### config.mk
export PLATFORM = sky130hd
export DESIGN_NAME = ddr_burst_master
export DESIGN_NICKNAME = d
export VERILOG_FILES = /design/src/rtl/ddr_axi_pkg.sv /design/src/rtl/ddr_beat_counter.sv /design/src/rtl/ddr_burst_master.sv
export SDC_FILE = /design/constraint.sdc
export NUM_CORES = 1
export LEC_CHECK = 0
export ABC_AREA = 0
export ABC_CLOCK_PERIOD_IN_PS = 4000
export CAP_MARGIN = 0
export CORE_AREA = 2 2 267 269
export CTS_CLUSTER_SIZE = 28
export DETAILED_ROUTE_END_ITERATION = 10
export DIE_AREA = 0 0 269 271
export GPL_ROUTABILITY_DRIVEN = 0
export PLACE_DENSITY = 0.38
export SLEW_MARGIN = 20
export SYNTH_ARGS = -nofsm -noshare
export SYNTH_HDL_FRONTEND = slang
export SYNTH_SLANG_ARGS = --single-unit
### constraint.sdc
create_clock -name mem_clk -period 4 [get_ports mem_clk]
set_input_delay 0.4 -clock mem_clk [delete_from_list [all_inputs] [get_ports mem_clk]]
set_output_delay 0.4 -clock mem_clk [all_outputs]
set_load 0.05 [all_outputs]
### src/rtl/ddr_axi_pkg.sv
// Shared definitions for the DDR AXI burst master.
// Contents: FSM state encoding, AXI burst/response/lock constants and the
// beat-size helper used to derive asize from the data width.
package ddr_axi_pkg;

  typedef enum logic [2:0] {
    IDLE  = 3'd0,
    ADDR  = 3'd1,
    WDATA = 3'd2,
    BRESP = 3'd3,
    RDATA = 3'd4
  } state_t;

  localparam logic [1:0] AXI_BURST_INCR  = 2'b01;
  localparam logic [1:0] AXI_RESP_OKAY   = 2'b00;
  localparam logic [1:0] AXI_LOCK_NORMAL = 2'b00;

  // AXI size encoding: log2 of bytes per beat (4 for 128-bit, 5 for 256-bit).
  function automatic logic [2:0] asize_from_dw(input int unsigned dw);
    return 3'($clog2(dw / 8));
  endfunction

endpackage

### src/rtl/ddr_beat_counter.sv
// Beat counter shared by the write and read data phases.
// Ports:
//   clk, rst  - clock and asynchronous active-high reset
//   clr       - zero the count (command capture)
//   inc       - one data handshake completed
//   len       - burst length minus one
//   last_c    - current beat is the final one (combinational)
module ddr_beat_counter (
  input  logic       clk,
  input  logic       rst,
  input  logic       clr,
  input  logic       inc,
  input  logic [7:0] len,
  output logic       last_c
);

  logic [7:0] count;

  // 8-bit count is enough: the compare against len=255 fires before any wrap.
  always_ff @(posedge clk or posedge rst) begin
    if (rst) begin
      count <= '0;
    end else if (clr) begin
      count <= '0;
    end else if (inc) begin
      count <= count + 8'd1;
    end
  end

  assign last_c = (count == len);

endmodule

### src/rtl/ddr_burst_master.sv
// Single-outstanding INCR burst initiator for the combined-address-channel
// DDR AXI port. A command (write/read, address, length) is captured in IDLE,
// issued on the A channel, then data is passed straight through between the
// local streams and the W/R channels until the last beat; writes finish on B.
// Ports:
//   mem_clk, reset                 - clock, asynchronous active-high reset
//   cmd_*                          - command request/accept
//   wr_* / rd_*                    - local write source / read sink streams
//   a*_0, w*_0, r*_0, b*_0         - DDR AXI port (initiator side)
//   done                           - one-cycle pulse when a burst completes
//   err                            - sticky error (ID/response/rlast mismatch)
// Build option: define DDR_MASTER_TIMEOUT_EN to add a response watchdog that
// abandons a stalled burst after TIMEOUT_CYC idle cycles and flags err.
module ddr_burst_master
  import ddr_axi_pkg::*;
#(
  parameter int unsigned DW          = 128,
  parameter int unsigned AW          = 32,
  parameter logic [7:0]  MASTER_ID   = 8'h00,
  parameter int unsigned TIMEOUT_CYC = 1024
) (
  input  logic            mem_clk,
  input  logic            reset,
  input  logic            cmd_valid,
  output logic            cmd_ready,
  input  logic            cmd_write,
  input  logic [AW-1:0]   cmd_addr,
  input  logic [7:0]      cmd_len,
  input  logic [DW-1:0]   wr_data,
  input  logic [DW/8-1:0] wr_strb,
  input  logic            wr_valid,
  output logic            wr_ready,
  output logic [DW-1:0]   rd_data,
  output logic            rd_last,
  output logic            rd_valid,
  input  logic            rd_ready,
  output logic [7:0]      aid_0,
  output logic [31:0]     aaddr_0,
  output logic [7:0]      alen_0,
  output logic [2:0]      asize_0,
  output logic [1:0]      aburst_0,
  output logic [1:0]      alock_0,
  output logic            avalid_0,
  input  logic            aready_0,
  output logic            atype_0,
  output logic [7:0]      wid_0,
  output logic [DW-1:0]   wdata_0,
  output logic [DW/8-1:0] wstrb_0,
  output logic            wlast_0,
  output logic            wvalid_0,
  input  logic            wready_0,
  input  logic [7:0]      rid_0,
  input  logic [DW-1:0]   rdata_0,
  input  logic            rlast_0,
  input  logic            rvalid_0,
  output logic            rready_0,
  input  logic [1:0]      rresp_0,
  input  logic [7:0]      bid_0,
  input  logic            bvalid_0,
  output logic            bready_0,
  output logic            done,
  output logic            err
);

  localparam logic [2:0]  ASIZE     = asize_from_dw(DW);
  localparam logic [31:0] ADDR_MASK = ~((32'd1 << ASIZE) - 32'd1);

  // Elaboration-time parameter sanity.
  if (!(DW == 128 || DW == 256)) begin : g_bad_dw
    $error("ddr_burst_master: DW must be 128 or 256");
  end
  if (AW > 32 || AW == 0) begin : g_bad_aw
    $error("ddr_burst_master: AW must be 1..32");
  end
  if (TIMEOUT_CYC == 0 || TIMEOUT_CYC > 65535) begin : g_bad_tmo
    $error("ddr_burst_master: TIMEOUT_CYC must fit the 16-bit watchdog");
  end

  state_t state, state_d;

  logic cap_cmd, cnt_clr, cnt_inc, cnt_last;
  logic done_d, err_d, cmd_ready_d, avalid_d, bready_d;
  logic a_hs, w_hs, b_hs, r_hs;
  logic tmo_hit;

  // Constant A/W channel fields.
  assign aid_0    = MASTER_ID;
  assign wid_0    = MASTER_ID;
  assign asize_0  = ASIZE;
  assign aburst_0 = AXI_BURST_INCR;
  assign alock_0  = AXI_LOCK_NORMAL;

  // Data buses pass through; only the valid/ready pair is gated by state.
  assign wdata_0 = wr_data;
  assign wstrb_0 = wr_strb;
  assign rd_data = rdata_0;

  assign a_hs = (state == ADDR)  && avalid_0 && aready_0;
  assign w_hs = (state == WDATA) && wr_valid && wready_0;
  assign b_hs = (state == BRESP) && bvalid_0 && bready_0;
  assign r_hs = (state == RDATA) && rvalid_0 && rd_ready;

  ddr_beat_counter u_beat_counter (
    .clk    (mem_clk),
    .rst    (reset),
    .clr    (cnt_clr),
    .inc    (cnt_inc),
    .len    (alen_0),
    .last_c (cnt_last)
  );

`ifdef DDR_MASTER_TIMEOUT_EN
  logic [15:0] tmo_cnt;
  logic        hs_any;

  assign hs_any  = a_hs || w_hs || b_hs || r_hs;
  assign tmo_hit = (state != IDLE) && (tmo_cnt == 16'(TIMEOUT_CYC));

  // Watchdog restarts on every state change and every handshake.
  always_ff @(posedge mem_clk or posedge reset) begin
    if (reset) begin
      tmo_cnt <= '0;
    end else if (state == IDLE || state_d != state || hs_any) begin
      tmo_cnt <= '0;
    end else begin
      tmo_cnt <= tmo_cnt + 16'd1;
    end
  end
`else
  assign tmo_hit = 1'b0;
`endif

  // State register.
  always_ff @(posedge mem_clk or posedge reset) begin
    if (reset) begin
      state <= IDLE;
    end else begin
      state <= state_d;
    end
  end

  // Next state, pass-through handshakes and next values of registered outputs.
  always_comb begin
    state_d  = state;
    cap_cmd  = 1'b0;
    cnt_clr  = 1'b0;
    cnt_inc  = 1'b0;
    done_d   = 1'b0;
    err_d    = err;
    wvalid_0 = 1'b0;
    wr_ready = 1'b0;
    wlast_0  = 1'b0;
    rd_valid = 1'b0;
    rready_0 = 1'b0;
    rd_last  = 1'b0;

    case (state)
      IDLE: begin
        if (cmd_valid && cmd_ready) begin
          cap_cmd = 1'b1;
          cnt_clr = 1'b1;
          state_d = ADDR;
        end
      end
      ADDR: begin
        if (a_hs) begin
          state_d = atype_0 ? WDATA : RDATA;
        end
      end
      WDATA: begin
        wvalid_0 = wr_valid;
        wr_ready = wready_0;
        wlast_0  = cnt_last;
        if (w_hs) begin
          cnt_inc = 1'b1;
          if (cnt_last) begin
            state_d = BRESP;
          end
        end
      end
      BRESP: begin
        if (b_hs) begin
          if (bid_0 != MASTER_ID) begin
            err_d = 1'b1;
          end
          done_d  = 1'b1;
          state_d = IDLE;
        end
      end
      RDATA: begin
        rd_valid = rvalid_0;
        rready_0 = rd_ready;
        rd_last  = cnt_last;
        if (r_hs) begin
          cnt_inc = 1'b1;
          if (rresp_0 != AXI_RESP_OKAY || rid_0 != MASTER_ID || rlast_0 != cnt_last) begin
            err_d = 1'b1;
          end
          // Completion follows our own count; a bad rlast_0 only flags err.
          if (cnt_last) begin
            done_d  = 1'b1;
            state_d = IDLE;
          end
        end
      end
      default: state_d = IDLE;
    endcase

    // Abandon a stalled burst: no done pulse, all handshakes dropped.
    if (tmo_hit) begin
      state_d  = IDLE;
      err_d    = 1'b1;
      done_d   = 1'b0;
      cnt_inc  = 1'b0;
      wvalid_0 = 1'b0;
      wr_ready = 1'b0;
      rd_valid = 1'b0;
      rready_0 = 1'b0;
    end

    cmd_ready_d = (state_d == IDLE);
    avalid_d    = (state_d == ADDR);
    bready_d    = (state_d == BRESP);
  end

  // Registered outputs and captured command.
  always_ff @(posedge mem_clk or posedge reset) begin
    if (reset) begin
      cmd_ready <= 1'b0;
      avalid_0  <= 1'b0;
      bready_0  <= 1'b0;
      aaddr_0   <= '0;
      alen_0    <= '0;
      atype_0   <= 1'b0;
      done      <= 1'b0;
      err       <= 1'b0;
    end else begin
      cmd_ready <= cmd_ready_d;
      avalid_0  <= avalid_d;
      bready_0  <= bready_d;
      done      <= done_d;
      err       <= err_d;
      if (cap_cmd) begin
        aaddr_0 <= 32'(cmd_addr) & ADDR_MASK;
        alen_0  <= cmd_len;
        atype_0 <= cmd_write;
      end
    end
  end

endmodule

Word-level counts from Yosys, hierarchy flattened
Index checks and enable logic that the tools add are counted.
{ "classes": {"n_reduce_logical": 19, "addsub": 1, "eq_ne": 12, "mux": 31} }
{ "op_table": {"columns": ["op", "n"], "rows": [
  ["3-bit two-way mux", 8],
  ["1-bit two-way mux", 17],
  ["8-bit two-way mux", 2],
  ["8-bit nonzero test", 2],
  ["3-bit one-hot mux with 5 select lines", 1],
  ["3-bit by 2-bit == test with 1-bit output (second input constant)", 3],
  ["1-bit logical AND", 9],
  ["8-bit by 1-bit adder with 8-bit output (second input constant)", 1],
  ["8-bit == test", 1],
  ["3-bit by 1-bit == test with 1-bit output (second input constant)", 2],
  ["3-bit zero test", 2],
  ["1-bit one-hot mux with 2 select lines", 3],
  ["2-bit nonzero test", 3],
  ["5-bit AND reduction", 1],
  ["2-bit by 1-bit != test with 1-bit output (second input constant)", 2],
  ["2-bit != test (second input constant)", 2],
  ["3-bit == test (second input constant)", 1],
  ["1-bit logical OR", 2],
  ["1-bit != test", 1]
]} }
{ "totals": {"regBits": 53} }

Logic depth before layout (Yosys ltp)
Gate-level depths: netlist (run 1).
{ "depth": {"depth_word": 7, "mapped_depth": 8} }

By module
Synthesis (run 1) repeated with hierarchy kept, for this count alone.
{ "hier_totals": {"cells_unflattened": 482, "area_unflattened_um2": 4599.4} }
{ "by_module_without_submodules": {"columns": ["mod", "area_per_inst_um2", "n_inst", "seq_area_each_um2", "cells_per_inst"], "rows": [
  ["ddr_burst_master", 4121.5, 1, 1126.1, 432],
  ["ddr_beat_counter", 478.0, 1, 200.2, 50]
]} }

Worst setup path before layout (run 1)
Ideal clock, no wire load.
{ "synth_path": {"path_kind": "flip-flop to output port", "startpoint": "register alen_0[5]", "endpoint": "output rd_last", "setup_slack_ps": 1704, "stages_incl_launch_ff": 5, "required_time_ps": 3600, "arrival_ps": 1896, "path_cell_list": "dfrtp_1 xor2_1 nor4_4 nand2_2 nor2_1"} }
{ "synth_between": {"elab_chain_len": 2} }
{ "synth_rtl": {"columns": ["element", "line", "text"], "rows": [
  ["from (decl)", "ddr_burst_master.sv:39", "output logic [7:0] alen_0,"],
  ["from (signal assigned)", "ddr_burst_master.sv:245", "alen_0 <= cmd_len;"],
  ["8-bit == test", "ddr_beat_counter.sv:30", "assign last_c = (count == len);"],
  ["1-bit two-way mux", "ddr_burst_master.sv:157", "case (state)"],
  ["to (decl)", "ddr_burst_master.sv:34", "output logic rd_last,"]
]} }
No other way between the ends.

Final worst setup path (run 1)
{ "layout_path": {"startpoint": "register u_beat_counter.count[2]", "endpoint": "output wlast_0"} }
{ "layout_between": {"elab_chain_len": 2} }
{ "layout_rtl": {"columns": ["element", "line", "text"], "rows": [
  ["from (decl)", "ddr_beat_counter.sv:17", "logic [7:0] count;"],
  ["from (signal assigned)", "ddr_beat_counter.sv:26", "count <= count + 8'd1;"],
  ["8-bit == test", "ddr_beat_counter.sv:30", null],
  ["1-bit two-way mux", "ddr_burst_master.sv:157", null],
  ["to (decl)", "ddr_burst_master.sv:49", "output logic wlast_0,"]
]} }
No other way between the ends.

==> results.md, run 1 <==
* Outcome: finished, final reports clean
* Worst VDD drop at 0.333 mV
* Die Span X at approximately 270 um
* Cells after Synth at about 560
* Maxcap violations at 0
* Antenna-violating nets left at 0
* Placement Rows at just under 100
* PnR Total Power at about 3 mW
* Largest net degree at the start of global routing at 47
* Unrepaired setup endpoints after global routing: no
* Yosys warning total at 0
* Bufs on Longest Clock Path at 2
* Crit Reg-Reg Startpoint: state[1]$_DFF_PP0_
* Leakage power at between 1.5 and 2 nW
* Async S/R FF share, synth at 1.00
* CP required at 3.60 ns
* R2r endpoint: u_beat_counter.count[5]$_DFFE_PP0P_
* Filler cells at a little over 8,000
* Tcrit/Tclk final at 0.743
* Gr ovfl total at 0
* CP Capture Type: output port
* TritonCTS clock tree: built
* Post-CTS setup buffer count at 0
* Setup TNS Final at 0 ns
* Netlist Area Pre-Place at between 4000 and 5000 um2
* Clk pin slew, worst setup/hold paths at 0.09 ns
* Initial Util at 0.0662
* Final Hold Slack at around 0.44 ns
* Pwr/cell area at approximately 630 nW/um2
* Sink Count at 53
* First-pass GRT wire length at 22,600 um
* DRT iter0 DRCs at 90
* Seq/Total Area, Yosys at 0.287
* Synth unique cells at 37
* DR vias at between 2,000 and 3,000
* Die Ht at 271 um
* Final nets at around 740
* Critical Path Start Type: flip-flop
* Root buffer cell: clkbuf_16
* Leading cell type in the layout, fill and taps excluded: nand2_1
* H-Tree Depth at 2
* # IOs at 688
* Total CTS buffers at 5
* Worst min path class: in2async
* Die area at approximately 73,000 um2
* Worst Path Arrival at 2.57 ns
* Period minus WS final at between 2 and 3 ns
* Number of flops mapped to enable cells by yosys at 0
* Total Routing Usage GR at 0.0467
* Max Slew Vio Count at 0
* Largest fanout on the critical path at 7
* Avg Inst Size Synth at 8.20 um2
* Reg2reg path depth at 5
* Max Clk Rate at about 340 MHz
* Max-slew headroom at 0.444
* Port bufs at around 110
* Primary FF master, synth: dfrtp_1
* Commonest non-fill, non-tap cells in the layout: nand2_1 (118), clkdlybuf4s50_1 (112), dfrtp_1 (53)
* Gates resized, CTS repair at 0
* Layout cells sized above 1 at 0.0501
* R2r setup slk at about 1.8 ns
* Detailed placement HPWL at ~14,000 um
* DR vias/cell at approximately 2
* Final hold viol count at 0
* Vias in the first global route at 2,892
* Routed WL at roughly 17,000 um
* Layout area overhead at 6.34%
* Initial antenna violation count at 4
* Final setup viols at 0
* Remaining DRCs at 0
* Total core area at about 70,000 um2
* Clock latency on the worst-skew pair at ~0.34 ns
* Synthesized flop and latch total at between 50 and 60
* Worst Tran Pin Value at around 0.83 ns
* Final Skew at between 0.01 and 0.015 ns
* Drt wl/cell at ~13 um
* First-pass iteration count of the detailed router at 5
* Critical path class: reg2out
* Hold-fix buffers, CTS at 0
state kept, by name, indices dropped and copies added (netlist names):
signal                count
alen_0                    8
u_beat_counter.count      8
state                     3
cmd_ready                 1
aaddr_0                  28
atype_0                   1
done                      1
avalid_0                  1
bready_0                  1
err                       1
per-stage QoR:
stage / worst slack, ns / cells / util / cell area, um2
detailed placement: 1.32 / 1332 / 0.0680 / 4740
finish: 1.03 / 1342 / 0.0704 / 4910
CTS: 0.899 / 1339 / 0.0703 / 4900
floorplan: 1.70 / 588 / - / 4710
global route: 0.830 / 1339 / 0.0703 / 4900
global placement: 1.29 / 1332 / 0.0679 / 4740
kinds of logic (layout without fill, tap and decap cells):
| group | Yosys count | after routing | synth area share |
|---|---|---|---|
| buffers and inverters | 312 | 123 | 0.499 |
| and+or+nand+nor | 168 | 168 | 0.161 |
| DFF | 53 | 53 | 0.287 |
| xor gates and xnor gates | 15 | 15 | 0.0284 |
| AOI/OAI and AO/OA | 10 | 10 | 0.0154 |
| other | 2 | 30 | 0.00163 |
| muxes | 2 | 2 | 0.00434 |
| adders and majority gates | 1 | 1 | 0.00271 |
cell type report:
type                            count  area (um2)  area share
Tap cell                          940        1180       0.239
Clock inverter                      2        35.0     0.00713
Antenna cell                        3        7.51     0.00153
Multi-Input combinational cell    223        1090       0.222
Clock buffer                        5         125      0.0255
Sequential cell                    53        1330       0.270
Timing Repair Buffer              115        1140       0.233
Inverter                            1        8.76     0.00178
synthesized netlist by cell type, types with 2 or more instances:
cell        n  share of area
nor4_1      4         0.0054
buf_4     299           0.49
conb_1      2         0.0016
nand2_1   118          0.096
mux2i_1     2         0.0043
xnor2_1     2         0.0038
nand3_1     7         0.0076
xor2_1     13          0.025
and2_1      4         0.0054
buf_2       3         0.0033
nand4_1     4         0.0054
dfrtp_1    53           0.29
clkbuf_1    8         0.0065
nor2_1     19          0.015
o21ai_0     3         0.0033
per-layer routing:
layer / track usage / up-vias / routed length, um
li1: - / 1094 / -
met1: 0.0516 / 1140 / 6730
met2: 0.0568 / 312 / 6360
met3: 0.0241 / 136 / 2380
met4: 0.0566 / 2 / 1860
met5: 0.00676 / - / 62
worst max path at each step:
stage | startpoint | end | slack (ns) | cells after the start
2_1_floorplan | alen_0[5]$_DFFE_PP0P_ | rd_last | 1.70 | 4
3_3_place_gp | u_beat_counter.count[2]$_DFFE_PP0P_ | rd_last | 1.29 | 5
3_5_place_dp | u_beat_counter.count[2]$_DFFE_PP0P_ | wlast_0 | 1.32 | 5
4_1_cts | u_beat_counter.count[2]$_DFFE_PP0P_ | wlast_0 | 0.90 | 5
5_1_grt | u_beat_counter.count[2]$_DFFE_PP0P_ | wlast_0 | 0.83 | 5
6_report | u_beat_counter.count[2]$_DFFE_PP0P_ | wlast_0 | 1.03 | 5
power by group:
part / switching (mW) / internal (mW) / total, mW
Combinational: 1.07 / 0.506 / 1.57
Sequential: 0.189 / 0.746 / 0.935
Clock: 0.269 / 0.294 / 0.562
worst max-delay path, cell delays in order, from the launching register on:
cell             delay, ns
dfrtp_1               0.48
xor2_1                0.21
nor4_2                0.28
nand2_2               0.25
nor2_1                0.17
clkdlybuf4s50_1       0.83
No activity file was read; power rests on OpenSTA's default activity.
==> inputs of run 2 (changes only) <==
--- a/config.mk
+++ b/config.mk
@@ -6,14 +6,14 @@
 export NUM_CORES = 1
 export LEC_CHECK = 0
 export ABC_AREA = 0
-export ABC_CLOCK_PERIOD_IN_PS = 4000
+export ABC_CLOCK_PERIOD_IN_PS = 2700
 export CAP_MARGIN = 0
-export CORE_AREA = 2 2 267 269
+export CORE_AREA = 2 2 265 267
 export CTS_CLUSTER_SIZE = 28
 export DETAILED_ROUTE_END_ITERATION = 10
-export DIE_AREA = 0 0 269 271
+export DIE_AREA = 0 0 267 269
 export GPL_ROUTABILITY_DRIVEN = 0
-export PLACE_DENSITY = 0.38
+export PLACE_DENSITY = 0.39
 export SLEW_MARGIN = 20
 export SYNTH_ARGS = -nofsm -noshare
 export SYNTH_HDL_FRONTEND = slang
==> constraint.sdc (replaced) <==
create_clock -name mem_clk -period 2.7 [get_ports mem_clk]
set_input_delay 0.27 -clock mem_clk [delete_from_list [all_inputs] [get_ports mem_clk]]
set_output_delay 0.27 -clock mem_clk [all_outputs]
set_load 0.05 [all_outputs]
==> results.md, run 2 (synthesized netlist as in run 1, its figures left out) <==
* Leading cell type in the layout, fill and taps excluded: nand2_1
* Final Skew at around 0.016 ns
* Most flops, register: aaddr_0
* Clock latency on the worst-skew pair at between 0.3 and 0.4 ns
* Layout cells sized above 1 at 0.0672
* Worst min path class: in2async
* Placement Rows at between 90 and 100
* Unrepaired setup endpoints after global routing: no
* Bufs on Longest Clock Path at 2
* DR vias at 2,722
* Internal power at 2.32 mW
* First-pass iteration count of the detailed router at 4
* DRT iter0 DRCs at between 90 and 100
* Port bufs at between 100 and 150
* Routed WL at 17,100 um
* CP required at around 2.4 ns
* Root buffer cell: clkbuf_16
* Tcrit/Tclk final at 0.902
* Seq pwr share at 0.307
* Largest net degree at the start of global routing at 45
* TritonCTS clock tree: built
* Outcome: finished, final reports clean
* Layout area overhead at 7.07%
* Final nets at between 700 and 800
* Post-CTS setup buffer count at 0
* Max Clk Rate at between 400 and 500 MHz
* Worst VDD drop at 0.397 mV
* Die Span X at 267 um
* Max reg flops at 28
* Max-slew headroom at 0.282
* Clk pin slew, worst setup/hold paths at 0.07 ns
* Total core area at approximately 69,000 um2
* Gr ovfl total at 0
* Period minus WS final at 2.44 ns
* # IOs at approximately 690
* CP Capture Type: output port
* Worst Path Arrival at 2.17 ns
* Hold-fix buffers, CTS at 0
* Sw Pwr at approximately 2.2 mW
* Final hold viol count at 0
* Top Registers: aaddr_0 (28), alen_0 (8), u_beat_counter.count (8)
* Pwr/cell area at around 910 nW/um2
* Logic gate share of total power at 0.509
* Remaining DRCs at 0
* Initial Util at 0.0666
* Final setup viols at 0
* Gates resized, CTS repair at 0
* First-pass GRT wire length at between 20,000 and 25,000 um
* Fin cells at 1,344
* Initial antenna violation count at 2
* Clk pwr share at 0.184
* Sink Count at 53
* Largest fanout on the critical path at 12
* Switching share of total power at 0.485
* Drt wl/cell at roughly 13 um
* Setup TNS Final at 0 ns
* Max Slew Vio Count at 0
* Cell Count Post-Placement at about 1,300
* Critical Path Start Type: flip-flop
* H-Tree Depth at 2
* PnR Total Power at 4.50 mW
* Die area at around 70,000 um2
* Maxcap violations at 0
* Total CTS buffers at 5
* Antenna-violating nets left at 0
* Critical path class: reg2out
* Vias in the first global route at between 2,000 and 3,000
* Detailed placement HPWL at 13,700 um
* Leakage power at 1.84 nW
* Die Ht at about 270 um
* Total Routing Usage GR at 0.0452
* Commonest non-fill, non-tap cells in the layout: nand2_1 (118), clkdlybuf4s50_1 (107), dfrtp_1 (53)
* Worst Tran Pin Value at 1.07 ns
* DR vias/cell at roughly 2.0
run 2: cell types whose count changed in the layout (fill, tap and decap cells not counted), sizes merged:
cell,delta
diode,-1
clkinv,-1
clkdlybuf4s50,-5
clkbuf,+2
buf,+7
run 2: path summary, 6_finish.rpt:
kind / from / to / slack, ns / cells past startpoint
max: state[1]$_DFF_PP0_ / rd_valid / 0.26 / 3
min: reset / aaddr_0[15]$_DFFE_PP0P_ / 0.33 / 2
max reg2reg: state[1]$_DFF_PP0_ / u_beat_counter.count[1]$_DFFE_PP0P_ / 0.74 / 5
min reg2reg: err$_DFFE_PP0P_ / err$_DFFE_PP0P_ / 0.48 / 2
max in group asynchronous: reset / aaddr_0[19]$_DFFE_PP0P_ / 1.79 / 3
min in group mem_clk: cmd_len[7] / alen_0[7]$_DFFE_PP0P_ / 0.46 / 3
run 2: critical path, stage by stage, from the launching register on:
cell and delay, ns:
dfrtp_1 0.52, nor3b_2 0.36, and2_1 0.17, clkdlybuf4s50_1 0.79
run 2: metal layers:
metal	track usage	vias up	wire length (um)
met1	0.0389	1161	5240
met4	0.0443	0	1490
met2	0.0578	337	6680
li1	-	1095	-
met3	0.0459	129	3730
met5	0	-	0
run 2: power by group through the flow:
stage | Clock [mW] | Sequential [mW] | Combinational (mW)
3_5_place_dp | 0 | 1.41 | 2.32
3_3_place_gp | 0 | 1.41 | 2.32
2_1_floorplan | 0 | 2.31 | 1.65
5_1_grt | 0.909 | 1.45 | 2.44
4_1_cts | 0.898 | 1.40 | 2.33
6_report | 0.829 | 1.38 | 2.29
run 2: layout make-up:
type                            count  area (um2)
Tap cell                          940        1180
Timing Repair Buffer              117        1170
Clock inverter                      1        30.0
Antenna cell                        2        5.00
Clock buffer                        7         143
Sequential cell                    53        1330
Multi-Input combinational cell    223        1090
Inverter                            1        5.00
Fill cell                        8130       64400
run 2: metrics by stage:
step	setup slack [ns]	utilization	area (um2)	hold WS, ns
after floorplan	0.534	-	4710	0.375
after global placement	0.581	0.0688	4770	0.459
after detailed placement	0.582	0.0688	4770	0.462
after CTS	0.231	0.0713	4940	0.335
after global routing	0.155	0.0713	4940	0.381
final	0.264	0.0714	4940	0.328
